[src/rtl/comp_mult_cfg_seq.sv]
// Register-file initiator that programs comp_mult_top and then polls it for completion.
// Optional poll timeout is compiled in with COMP_MULT_CFG_SEQ_TIMEOUT_EN.
module comp_mult_cfg_seq #(
  parameter int SYS_AW   = 16,
  parameter int REG_DW   = 32,
  parameter int RF_BADDR = 0,
  parameter int TO_W     = 16
) (
  input  logic              clk,
  input  logic              sw_rst,
  input  logic              start,
  input  logic [SYS_AW-1:0] op1_ba,
  input  logic [SYS_AW-1:0] op2_ba,
  input  logic [SYS_AW-1:0] res_ba,
  input  logic [REG_DW-1:0] nr_op,
  input  logic [TO_W-1:0]   to_limit,
  output logic              busy,
  output logic              done,
  output logic              timeout,
  output logic [SYS_AW-1:0] rf_addr,
  output logic              rf_wr,
  output logic [REG_DW-1:0] rf_cfg,
  input  logic [REG_DW-1:0] rf_sts
);

  typedef enum logic [2:0] {
    IDLE, WR_OP1, WR_OP2, WR_RES, WR_NR, WR_GO, SETTLE, POLL
  } state_t;

  localparam logic [SYS_AW-1:0] A_OP1 = SYS_AW'(RF_BADDR);
  localparam logic [SYS_AW-1:0] A_OP2 = SYS_AW'(RF_BADDR + 1);
  localparam logic [SYS_AW-1:0] A_RES = SYS_AW'(RF_BADDR + 2);
  localparam logic [SYS_AW-1:0] A_NR  = SYS_AW'(RF_BADDR + 3);
  localparam logic [SYS_AW-1:0] A_GO  = SYS_AW'(RF_BADDR + 4);

  state_t            r_state, w_state_nxt;
  logic [SYS_AW-1:0] r_op2, r_res;
  logic [REG_DW-1:0] r_nr;
  logic              r_armed, w_armed_nxt;
  logic [SYS_AW-1:0] w_addr_nxt;
  logic              w_wr_nxt, w_busy_nxt, w_done_nxt, w_to_nxt;
  logic [REG_DW-1:0] w_cfg_nxt;
  logic              w_accept, w_complete, w_hit;

  assign w_accept   = (r_state == IDLE) && start;
  assign w_complete = r_armed && rf_sts[0];

`ifdef COMP_MULT_CFG_SEQ_TIMEOUT_EN
  logic [TO_W-1:0] r_to, r_cnt, w_cnt_inc, w_cnt_nxt;

  // Saturating count of POLL cycles; limit 0 disables the timeout.
  assign w_cnt_inc = (&r_cnt) ? r_cnt : r_cnt + 1'b1;
  assign w_hit     = (r_to != '0) && (w_cnt_inc >= r_to);

  always_ff @(posedge clk) begin
    if (sw_rst) begin
      r_to  <= '0;
      r_cnt <= '0;
    end else begin
      if (w_accept) r_to <= to_limit;
      r_cnt <= w_cnt_nxt;
    end
  end

  always_comb begin
    w_cnt_nxt = r_cnt;
    if (w_accept)             w_cnt_nxt = '0;
    else if (r_state == POLL) w_cnt_nxt = w_cnt_inc;
  end
`else
  logic w_unused_to;
  assign w_hit       = 1'b0;
  assign w_unused_to = ^to_limit;
`endif

  logic w_unused_sts;
  assign w_unused_sts = ^rf_sts[REG_DW-1:1];

  // Next-cycle bus values are computed here and registered, so every output is a flop.
  always_comb begin
    w_state_nxt = r_state;
    w_addr_nxt  = '0;
    w_wr_nxt    = 1'b0;
    w_cfg_nxt   = '0;
    w_busy_nxt  = busy;
    w_done_nxt  = 1'b0;
    w_to_nxt    = 1'b0;
    w_armed_nxt = r_armed;
    case (r_state)
      IDLE: if (start) begin
        w_state_nxt = WR_OP1;
        w_addr_nxt  = A_OP1;
        w_wr_nxt    = 1'b1;
        w_cfg_nxt   = REG_DW'(op1_ba);
        w_busy_nxt  = 1'b1;
        w_armed_nxt = 1'b0;
      end
      WR_OP1: begin
        w_state_nxt = WR_OP2;
        w_addr_nxt  = A_OP2;
        w_wr_nxt    = 1'b1;
        w_cfg_nxt   = REG_DW'(r_op2);
      end
      WR_OP2: begin
        w_state_nxt = WR_RES;
        w_addr_nxt  = A_RES;
        w_wr_nxt    = 1'b1;
        w_cfg_nxt   = REG_DW'(r_res);
      end
      WR_RES: begin
        w_state_nxt = WR_NR;
        w_addr_nxt  = A_NR;
        w_wr_nxt    = 1'b1;
        w_cfg_nxt   = r_nr;
      end
      WR_NR: begin
        w_state_nxt = WR_GO;
        w_addr_nxt  = A_GO;
        w_wr_nxt    = 1'b1;
        w_cfg_nxt   = REG_DW'(1);
      end
      WR_GO: begin
        w_state_nxt = SETTLE;
        w_addr_nxt  = A_GO;
      end
      SETTLE: begin
        w_state_nxt = POLL;
        w_addr_nxt  = A_GO;
      end
      POLL: begin
        // Only a 0->1 transition of the status bit counts; completion beats timeout.
        if (w_complete) begin
          w_state_nxt = IDLE;
          w_done_nxt  = 1'b1;
          w_busy_nxt  = 1'b0;
          w_armed_nxt = 1'b0;
        end else if (w_hit) begin
          w_state_nxt = IDLE;
          w_to_nxt    = 1'b1;
          w_busy_nxt  = 1'b0;
          w_armed_nxt = 1'b0;
        end else begin
          w_addr_nxt  = A_GO;
          w_armed_nxt = r_armed | ~rf_sts[0];
        end
      end
      default: w_state_nxt = IDLE;
    endcase
  end

  always_ff @(posedge clk) begin
    if (sw_rst) begin
      r_state <= IDLE;
      r_op2   <= '0;
      r_res   <= '0;
      r_nr    <= '0;
      r_armed <= 1'b0;
      rf_addr <= '0;
      rf_wr   <= 1'b0;
      rf_cfg  <= '0;
      busy    <= 1'b0;
      done    <= 1'b0;
      timeout <= 1'b0;
    end else begin
      if (w_accept) begin
        r_op2 <= op2_ba;
        r_res <= res_ba;
        r_nr  <= nr_op;
      end
      r_state <= w_state_nxt;
      r_armed <= w_armed_nxt;
      rf_addr <= w_addr_nxt;
      rf_wr   <= w_wr_nxt;
      rf_cfg  <= w_cfg_nxt;
      busy    <= w_busy_nxt;
      done    <= w_done_nxt;
      timeout <= w_to_nxt;
    end
  end

endmodule

[config.mk]
export PLATFORM = sky130hd
export DESIGN_NAME = comp_mult_cfg_seq
export DESIGN_NICKNAME = d
export VERILOG_FILES = /design/src/rtl/comp_mult_cfg_seq.sv
export SDC_FILE = /design/constraint.sdc
export NUM_CORES = 1
export LEC_CHECK = 0
export ABC_AREA = 1
export CORE_MARGIN = 2
export CORE_UTILIZATION = 50
export CTS_CLUSTER_SIZE = 28
export DETAILED_ROUTE_END_ITERATION = 8
export DONT_BUFFER_PORTS = 1
export PLACE_DENSITY = 0.73
export SETUP_SLACK_MARGIN = 0.05
export SLEW_MARGIN = 20
export SYNTH_ARGS = -nofsm -noshare
export SYNTH_HDL_FRONTEND = slang
export SYNTH_SLANG_ARGS = --single-unit
export TNS_END_PERCENT = 1
[constraint.sdc]
create_clock -name clk -period 4.1 [get_ports clk]
set_clock_uncertainty 0.1 [all_clocks]
set_input_delay 0.41 -clock clk [delete_from_list [all_inputs] [get_ports clk]]
set_output_delay 0.41 -clock clk [all_outputs]
set_load 0.05 [all_outputs]
==> results of run 1 <==
## path summary, 6_finish.rpt
path                    from          to  depth (start not counted)
setup / recovery  r_state[0]   rf_cfg[7]                          8
hold / removal        sw_rst  rf_cfg[13]                          1
setup reg to reg  r_state[0]   rf_cfg[7]                          8
hold reg to reg     r_nr[26]  rf_cfg[26]                          2
## synthesized netlist by cell type (2+ instances only)
cell / n
nor2_4: 3
o21ai_0: 18
nor2_1: 26
buf_4: 19
ha_1: 4
a31oi_1: 2
nand2_1: 157
o21ai_1: 3
buf_6: 2
a21oi_1: 86
nor3_1: 16
dfxtp_1: 106
nand3_1: 17
clkbuf_1: 8
inv_1: 31
buf_2: 15
## repair_timing
action,4_1_cts,5_1_grt
hold buffers,1,1
endpoints found under the setup margin,0,0
endpoints found under the hold margin,1,10
buffers inserted,0,0
resized for setup,0,0
## worst max-delay path, cell delays in order, from the launching register on
cell and delay, ns:
dfxtp_1 0.37, inv_1 0.09, ha_1 0.24, inv_1 0.11, nor2_4 0.04, nand2_2 0.09
clkinv_2 0.58, a21oi_1 0.35, nor2_1 0.07
## flip-flops by register name, indices dropped and copies added (netlist names)
name / cells
rf_addr: 3
r_armed: 1
done: 1
rf_wr: 1
r_state: 3
r_op2: 16
r_nr: 32
busy: 1
r_res: 16
rf_cfg: 32
## area by class of cell
| type | instances | area, µm² | area share [%] |
|---|---|---|---|
| Clock inverter | 5 | 46.3 | 1.12 |
| Timing Repair Buffer | 3 | 27.5 | 0.664 |
| Clock buffer | 11 | 151 | 3.65 |
| Inverter | 32 | 121 | 2.93 |
| Tap cell | 102 | 128 | 3.08 |
| Multi-Input combinational cell | 348 | 1550 | 37.4 |
| Sequential cell | 106 | 2120 | 51.2 |
## routing by layer
metal	wire length, µm	GRT usage, %
met1	3870	26.6
met2	3960	31.0
met3	717	4.65
met4	180	8.21
met5	0	0
## kinds of logic after synthesis
family | after synthesis
AOI/OAI and AO/OA | 109
adders and majority gates | 4
buffers and inverters | 78
DFF | 106
other | 1
and+or+nand+nor | 221
## where the power goes
group / internal (W) / switching, W
clock: 0.000264 / 0.000355
sequential: 0.00123 / 0.000266
combinational: 0.000211 / 0.000522
total: 0.00170 / 0.00114
## metrics by stage
stage          total power [W]  hold WS [ns]  setup WS (ns)  cells
4_1_cts                0.00287      0.000801           1.91    606
5_1_grt                0.00306      0.000796           1.67    607
3_5_place_dp           0.00226         0.333           1.92    589
2_1_floorplan          0.00216         0.324           2.60    532
6_report               0.00285        0.0282           1.93    607
3_3_place_gp           0.00223         0.327           1.99    589
==> impl_metrics.json, run 1 <==
{
  "synth.area.top_cells": "dfxtp_1, nand2_1, a21oi_1",
  "grt_pass1_wl_um": 14000,
  "grt_max_degree": 89,
  "period_share_pct": 53.0,
  "cap_violations": 0,
  "fillers": 755,
  "grt_pass1_vias": 2901,
  "dr.pass1.iters": 4,
  "wl_um": 8720,
  "diodes": 0,
  "rsz0062_at_grt": "false",
  "area_delta_synth_final_pct": 3.05,
  "nets": 635,
  "period_minus_slack_ns": 2.17,
  "clk_path_buf_depth": 2,
  "synth_top_cell_by_area": "dfxtp_1",
  "num_rows": 32,
  "yosysTopAreaCellShare_pct": 52.8,
  "slew-limit-headroom_pct": 48.1,
  "synth_top_family_by_area": "simple AND/OR/NAND/NOR gates",
  "grt_antenna_before_repair": 0,
  "yosysSeqAreaShare_pct": 52.8,
  "setup_tns_ns": 0,
  "start_util_pct": 51.8,
  "post-route-drc-count": 0,
  "synth_xor_area_share_pct": 0,
  "dp_hpwl_um": 5790,
  "dieArea_mm2": 0.00878,
  "design_area_mm2": 0.00415,
  "drtIter0Drc": 116,
  "r2r_slack_ns": 1.93,
  "layout_commonest_cell": "nand2_1",
  "fmax_mhz": 460,
  "crit_path_end_kind": "register",
  "htreeDepth": 3,
  "cts-root-buf": "clkbuf_8",
  "numPortBuffers": 0,
  "cp.arrival_ns": 2.33,
  "drv_slew": 0,
  "drive_gt1_share_pct": 4.55,
  "routed_via_density": 5.22,
  "hold_viol_final": 0,
  "power.density_mw_per_mm2": 687,
  "synth_ff_type": "dfxtp_1",
  "synthAdderAreaFrac_pct": 1.24,
  "synth_seq_cells": 106,
  "synth_area_mm2": 0.00402,
  "ys_types": 22,
  "detail-route-antenna-nets": 0,
  "tritoncts": "built",
  "synth_cells": 519,
  "hold_class": "primary input to register",
  "synth_mux_area_share_pct": 0,
  "fin_util_pct": 53.4,
  "insertion_delay_ns": 0.35,
  "cp-start-kind": "register",
  "synth-compound-area-share_pct": 13.6,
  "gp_congestion": 0.888,
  "die_w_um": 93.7,
  "setup_viol": 0,
  "tightest_slew_ns": 0.778,
  "cts.clk_slew.worst_paths_ns": 0.10,
  "most-common-layout-cells": "nand2_1, dfxtp_1, a21oi_1, inv_1, nor2_1",
  "outcome": "complete, no violations",
  "crit_type": "register to register",
  "grt-ovfl-total": 0,
  "worst-path-max-fanout": 62,
  "clkSinkCount": 106,
  "worstPathRequired_ns": 4.25,
  "grt_use_total_pct": 19.9,
  "synth-edff-count": 0,
  "yosys_warnings": 0,
  "peakVddDrop_v": 0.000325,
  "pin_count": 183,
  "place_area_mm2": 0.00393,
  "die_h_um": 93.7,
  "vias": 3167,
  "coreArea_mm2": 0.00777,
  "wire_per_inst_um": 14.4,
  "p_leak_nw": 1.64,
  "numCtsBuffers": 9,
  "synth-async-reset-ratio_pct": 0,
  "yosys.area_share.simple_pct": 22.3,
  "avgSynthCellArea_um2": 7.75
}
Power figures use the tool's default switching activity.
==> run 2: changes to the inputs <==
--- a/config.mk
+++ b/config.mk
@@ -5,13 +5,13 @@
 export SDC_FILE = /design/constraint.sdc
 export NUM_CORES = 1
 export LEC_CHECK = 0
-export ABC_AREA = 1
+export ABC_AREA = 0
 export CORE_MARGIN = 2
 export CORE_UTILIZATION = 50
 export CTS_CLUSTER_SIZE = 28
 export DETAILED_ROUTE_END_ITERATION = 8
 export DONT_BUFFER_PORTS = 1
-export PLACE_DENSITY = 0.73
+export PLACE_DENSITY = 0.76
 export SETUP_SLACK_MARGIN = 0.05
 export SLEW_MARGIN = 20
 export SYNTH_ARGS = -nofsm -noshare
==> constraint.sdc (replaced) <==
create_clock -name clk -period 2 [get_ports clk]
set_clock_uncertainty 0.1 [all_clocks]
set_input_delay 0.2 -clock clk [delete_from_list [all_inputs] [get_ports clk]]
set_output_delay 0.2 -clock clk [all_outputs]
set_load 0.05 [all_outputs]
==> impl_metrics.json, run 2 <==
{
  "yosys_warnings": 0,
  "synth_most_common_cell": "nand2_1",
  "rr_worst_depth": 7,
  "most-common-layout-cells": "nand2_1, dfxtp_1, a21oi_1, dlygate4sd3_1, nor2_1",
  "start_util_pct": 51.4,
  "synth-edff-count": 0,
  "pin_count": 183,
  "wl_um": 10200,
  "switching_share_pct": 40.3,
  "busiest_layer": "met2",
  "gp_congestion": 0.785,
  "cp-start-kind": "register",
  "slew-limit-headroom_pct": 64.6,
  "grt_max_degree": 75,
  "setup_tns_ns": 0,
  "p_switching_w": 0.00253,
  "yosys.area_share.simple_pct": 20.7,
  "use_met3_pct": 5.21,
  "clk_path_buf_depth": 2,
  "diodes": 0,
  "numCtsBuffers": 9,
  "grt_util_met2_pct": 40.5,
  "setup_viol": 0,
  "fmax_mhz": 547,
  "insertion_delay_ns": 0.36,
  "synth_ff_type": "dfxtp_1",
  "cts_setup_buffers": 0,
  "drive_gt1_share_pct": 6.95,
  "synth_top_family_by_area": "simple AND/OR/NAND/NOR gates",
  "preCtsSetupSlack_ns": 0.163,
  "area_delta_synth_final_pct": 27.4,
  "clkSinkCount": 106,
  "htreeDepth": 3,
  "outcome": "complete, no violations",
  "hold_viol_final": 0,
  "p_leak_nw": 1.95,
  "cap_violations": 0,
  "gr-usage-met1_pct": 27.2,
  "synth_xor_area_share_pct": 0,
  "dieArea_mm2": 0.00864,
  "whs_path_depth": 3,
  "numPortBuffers": 0,
  "grt_use_total_pct": 23.5,
  "rsz0062_at_grt": "true",
  "dr.pass1.iters": 8,
  "peakVddDrop_v": 0.000619,
  "layout_commonest_cell": "nand2_1",
  "synth_top_cell_by_area": "dfxtp_1",
  "top_regs": "r_nr: 32 flops, rf_cfg: 32 flops",
  "period_minus_slack_ns": 1.83,
  "period_share_pct": 91.4,
  "p_comb_share_pct": 31.6,
  "fillers": 639,
  "post-route-drc-count": 0,
  "cts-root-buf": "clkbuf_8",
  "grt-ovfl-total": 0,
  "synthAdderAreaFrac_pct": 1.27,
  "grt_pass1_wl_um": 15900,
  "crit_type": "register to register",
  "vias": 3511,
  "yosysTopAreaCellShare_pct": 53.7,
  "worstPathRequired_ns": 2.18,
  "r2r_slack_ns": 0.17,
  "synth_area_mm2": 0.00395,
  "synth_seq_cells": 106,
  "die_h_um": 92.9,
  "nets": 677,
  "grt_antenna_before_repair": 0,
  "hold_class": "primary input to register",
  "cts.clk_slew.worst_paths_ns": 0.10,
  "synth_cells": 472,
  "seqPwrFrac_pct": 48.7,
  "grt_pass1_vias": 3311,
  "layout_setup_ws_ns": 0.171,
  "die_w_um": 92.9,
  "avgSynthCellArea_um2": 8.38,
  "cp.arrival_ns": 2.01,
  "synth_mux_area_share_pct": 0.538,
  "tightest_slew_ns": 0.530,
  "detail-route-antenna-nets": 0,
  "worst-path-max-fanout": 33,
  "tritoncts": "built",
  "wire_per_inst_um": 15.8,
  "dp_hpwl_um": 5840,
  "crit_path_end_kind": "register",
  "synth-async-reset-ratio_pct": 0,
  "yosysSeqAreaShare_pct": 53.7,
  "synth-compound-area-share_pct": 16.2,
  "p_int_w": 0.00376,
  "ys_types": 31,
  "drv_slew": 0,
  "power.density_mw_per_mm2": 1250,
  "coreArea_mm2": 0.00769,
  "drtIter0Drc": 306,
  "clkPwrFrac_pct": 19.8,
  "routed_via_density": 5.41,
  "synth.area.top_cells": "dfxtp_1, nand2_1, a21oi_1",
  "synthTopCellsByCount": "nand2_1, dfxtp_1, a21oi_1",
  "num_rows": 32
}
run 2: area by class of cell:
type                    instances  area (µm²)  area share [%]
well taps                     102         128            2.53
clock inverters                 6        48.8           0.968
clock buffers                  10         138            2.73
flip-flops and latches        106        2120            42.1
repair buffers                 96         996            19.8
multi-input cells             326        1590            31.6
inverters                       3        11.3           0.223
run 2: cell families (layout without fill, tap and decap cells):
logic type | Yosys count | in the layout
other cells | 1 | 14
flops | 106 | 106
buf+inv | 53 | 115
mux | 2 | 2
fa+ha+maj | 4 | 4
compound gates | 108 | 108
simple gates | 198 | 198
run 2: per-stage QoR:
stage                     hold slack (ns)  area, µm²  power, W  std cells  util (%)
after floorplan                     0.236       4000   0.00444        485         -
after global placement              0.180       4000   0.00481        550      52.0
after detailed placement            0.179       4000   0.00488        550      52.0
after CTS                          0.0691       5030   0.00625        649      65.4
after global routing               0.0877       5040   0.00667        649      65.5
final                              0.0742       5040   0.00629        649      65.5
run 2: routing by layer:
metal	up-vias	part of all wire, %
li1	1682	-
met1	1607	39
met2	191	51
met3	31	7.0
met4	0	3.1
met5	-	0
run 2: worst max-delay path: stages (launching register included):
cell and delay [ns]:
dfxtp_1 0.40, inv_1 0.09, ha_1 0.25, nand2_1 0.15, or2_4 0.26, buf_12 0.21
nand2_1 0.09, a21oi_1 0.19
run 2: worst paths after layout:
path,from,endpoint
max,r_state[1],r_nr[6]
min,start,r_state[2]
max reg2reg,r_state[1],r_nr[6]
min reg2reg,r_nr[25],r_nr[25]
run 2: what timing repair did:
item,CTS,global route
hold buffers,83,0
endpoints found under the setup margin,0,55
resized for setup,0,4
hold endpoints to repair,90,0
run 2: power groups by stage:
stage / Sequential [W] / Combinational [W] / Clock, W
finish: 0.00306 / 0.00198 / 0.00124
global route: 0.00310 / 0.00222 / 0.00135
CTS: 0.00305 / 0.00195 / 0.00125
detailed placement: 0.00310 / 0.00178 / 0
global placement: 0.00308 / 0.00173 / 0
floorplan: 0.00304 / 0.00140 / 0
==> run 3: changes to the inputs <==
==> constraint.sdc (replaced) <==
create_clock -name clk -period 2 [get_ports clk]
set_clock_uncertainty 0.1 [all_clocks]
set_input_delay 0.1 -clock clk [delete_from_list [all_inputs] [get_ports clk]]
set_output_delay 0.1 -clock clk [all_outputs]
set_load 0.05 [all_outputs]
==> impl_metrics.json, run 3 (same netlist as run 2, synthesis figures left out) <==
{
  "coreArea_mm2": 0.00769,
  "cp-start-kind": "register",
  "hold_viol_final": 0,
  "period_share_pct": 92.9,
  "grt-ovfl-total": 0,
  "start_util_pct": 51.4,
  "p_comb_share_pct": 30.7,
  "dp_cells": 550,
  "power.density_mw_per_mm2": 1280,
  "layout_setup_ws_ns": 0.142,
  "most-common-layout-cells": "nand2_1, dfxtp_1, dlygate4sd3_1, a21oi_1, nor2_1",
  "fmax_mhz": 538,
  "post-route-drc-count": 0,
  "drive_gt1_share_pct": 6.58,
  "slowest_delay_ns": 0.44,
  "setup_viol": 0,
  "fillers": 623,
  "hold_class": "primary input to register",
  "pin_count": 183,
  "insertion_delay_ns": 0.37,
  "stdcell_count": 649,
  "p_int_w": 0.00400,
  "routed_via_density": 5.42,
  "crit_type": "register to register",
  "dieArea_mm2": 0.00864,
  "seqPwrFrac_pct": 46.8,
  "gp_congestion": 0.784,
  "grt_antenna_before_repair": 0,
  "numCtsBuffers": 9,
  "period_minus_slack_ns": 1.86,
  "die_h_um": 92.9,
  "wire_per_inst_um": 15.9,
  "rsz0062_at_grt": "false",
  "grt_use_total_pct": 23.4,
  "drv_slew": 0,
  "num_rows": 32,
  "worstPathRequired_ns": 2.17,
  "grt_max_degree": 76,
  "die_w_um": 92.9,
  "tritoncts": "built",
  "clkSinkCount": 106,
  "vias": 3520,
  "grt_pass1_wl_um": 15900,
  "drtIter0Drc": 225,
  "crit_path_end_kind": "register",
  "detail-route-antenna-nets": 0,
  "switching_share_pct": 38.8,
  "crit_chain": "ha_1, buf_4, a222oi_1, nor2_1, a21oi_1, nor2_1",
  "worst-path-max-fanout": 7,
  "numPortBuffers": 0,
  "nets": 678,
  "grt_pass1_vias": 3329,
  "path_buf_inv": 1,
  "p_switching_w": 0.00253,
  "layout_commonest_cell": "nand2_1",
  "clk_path_buf_depth": 2,
  "htreeDepth": 3,
  "cts_setup_buffers": 0,
  "cp.arrival_ns": 2.03,
  "outcome": "complete, no violations",
  "clkPwrFrac_pct": 22.5,
  "setup_tns_ns": 0,
  "area_delta_synth_final_pct": 28.6,
  "p_leak_nw": 1.97,
  "cap_violations": 0,
  "cts-root-buf": "clkbuf_8",
  "cpMostUsedCell": "nor2_1",
  "top_regs": "r_nr: 32 flops, rf_cfg: 32 flops",
  "slew-limit-headroom_pct": 64.8,
  "preCtsSetupSlack_ns": 0.174,
  "peakVddDrop_v": 0.000602,
  "critical_path.top_delay_family": "compound AO/OA/AOI/OAI gates",
  "p_total_w": 0.00653,
  "tightest_slew_ns": 0.527,
  "wl_um": 10300,
  "dr.pass1.iters": 5,
  "dp_hpwl_um": 5840,
  "cp_slowest_cell": "a222oi_1",
  "diodes": 0,
  "cts.clk_slew.worst_paths_ns": 0.10
}
-- run 3: changes by cell type in the layout (fill, tap and decap cells not counted) --
cell	previous run	this run
clkinv_2	1	0
dfxtp_2	1	0
inv_8	1	0
dfxtp_1	105	106
bufinv_16	0	2
dlygate4sd3_1	82	83
clkinvlp_4	2	0
inv_6	1	2
-- run 3: area by class of cell --
type / instances / area [µm²] / share of cell area, %
clock buffers: 10 / 138 / 2.71
clock inverters: 5 / 86.3 / 1.70
inverters: 3 / 11.3 / 0.221
multi-input cells: 326 / 1590 / 31.3
flip-flops and latches: 106 / 2120 / 41.7
well taps: 102 / 128 / 2.51
repair buffers: 97 / 1010 / 19.8
-- run 3: worst paths after layout --
path              cells after the start         end  slack [ns]        from
setup / recovery                      6   rf_cfg[3]        0.14  r_state[0]
hold / removal                        3  r_state[0]        0.02       start
setup reg to reg                      6   rf_cfg[3]        0.14  r_state[0]
hold reg to reg                       2    r_nr[17]        0.36    r_nr[17]
-- run 3: what timing repair did --
item	CTS	global route
hold buffers	84	0
endpoints found under the hold margin	90	0
resized for setup	0	3
endpoints found under the setup margin	0	30
-- run 3: worst reg2reg max path, stage by stage, from the launching register on --
cell	delay (ns)
dfxtp_1	0.35
ha_1	0.31
buf_4	0.20
a222oi_1	0.44
nor2_1	0.11
a21oi_1	0.19
nor2_1	0.06
-- run 3: routing by layer --
layer / track usage, % / up-vias / routed length [µm]
li1: - / 1672 / -
met1: 26.8 / 1664 / 4110
met2: 42.1 / 158 / 5280
met3: 5.37 / 26 / 653
met4: 9.07 / 0 / 277
met5: 0 / - / 0
-- run 3: power by group through the flow --
stage	Sequential [W]	Clock (W)	Combinational [W]
4_1_cts	0.00305	0.00149	0.00195
3_3_place_gp	0.00308	0	0.00173
3_5_place_dp	0.00310	0	0.00178
6_report	0.00306	0.00147	0.00200
5_1_grt	0.00309	0.00158	0.00221
2_1_floorplan	0.00304	0	0.00140
-- run 3: per-stage QoR --
| step | hold WS, ns | cell area, µm² | utilization [%] |
|---|---|---|---|
| 2_1_floorplan | 0.136 | 4000 | - |
| 3_3_place_gp | 0.0803 | 4000 | 52.0 |
| 3_5_place_dp | 0.0785 | 4000 | 52.0 |
| 4_1_cts | 0.000686 | 5080 | 66.1 |
| 5_1_grt | 0.0163 | 5080 | 66.1 |
| 6_report | 0.0180 | 5080 | 66.1 |
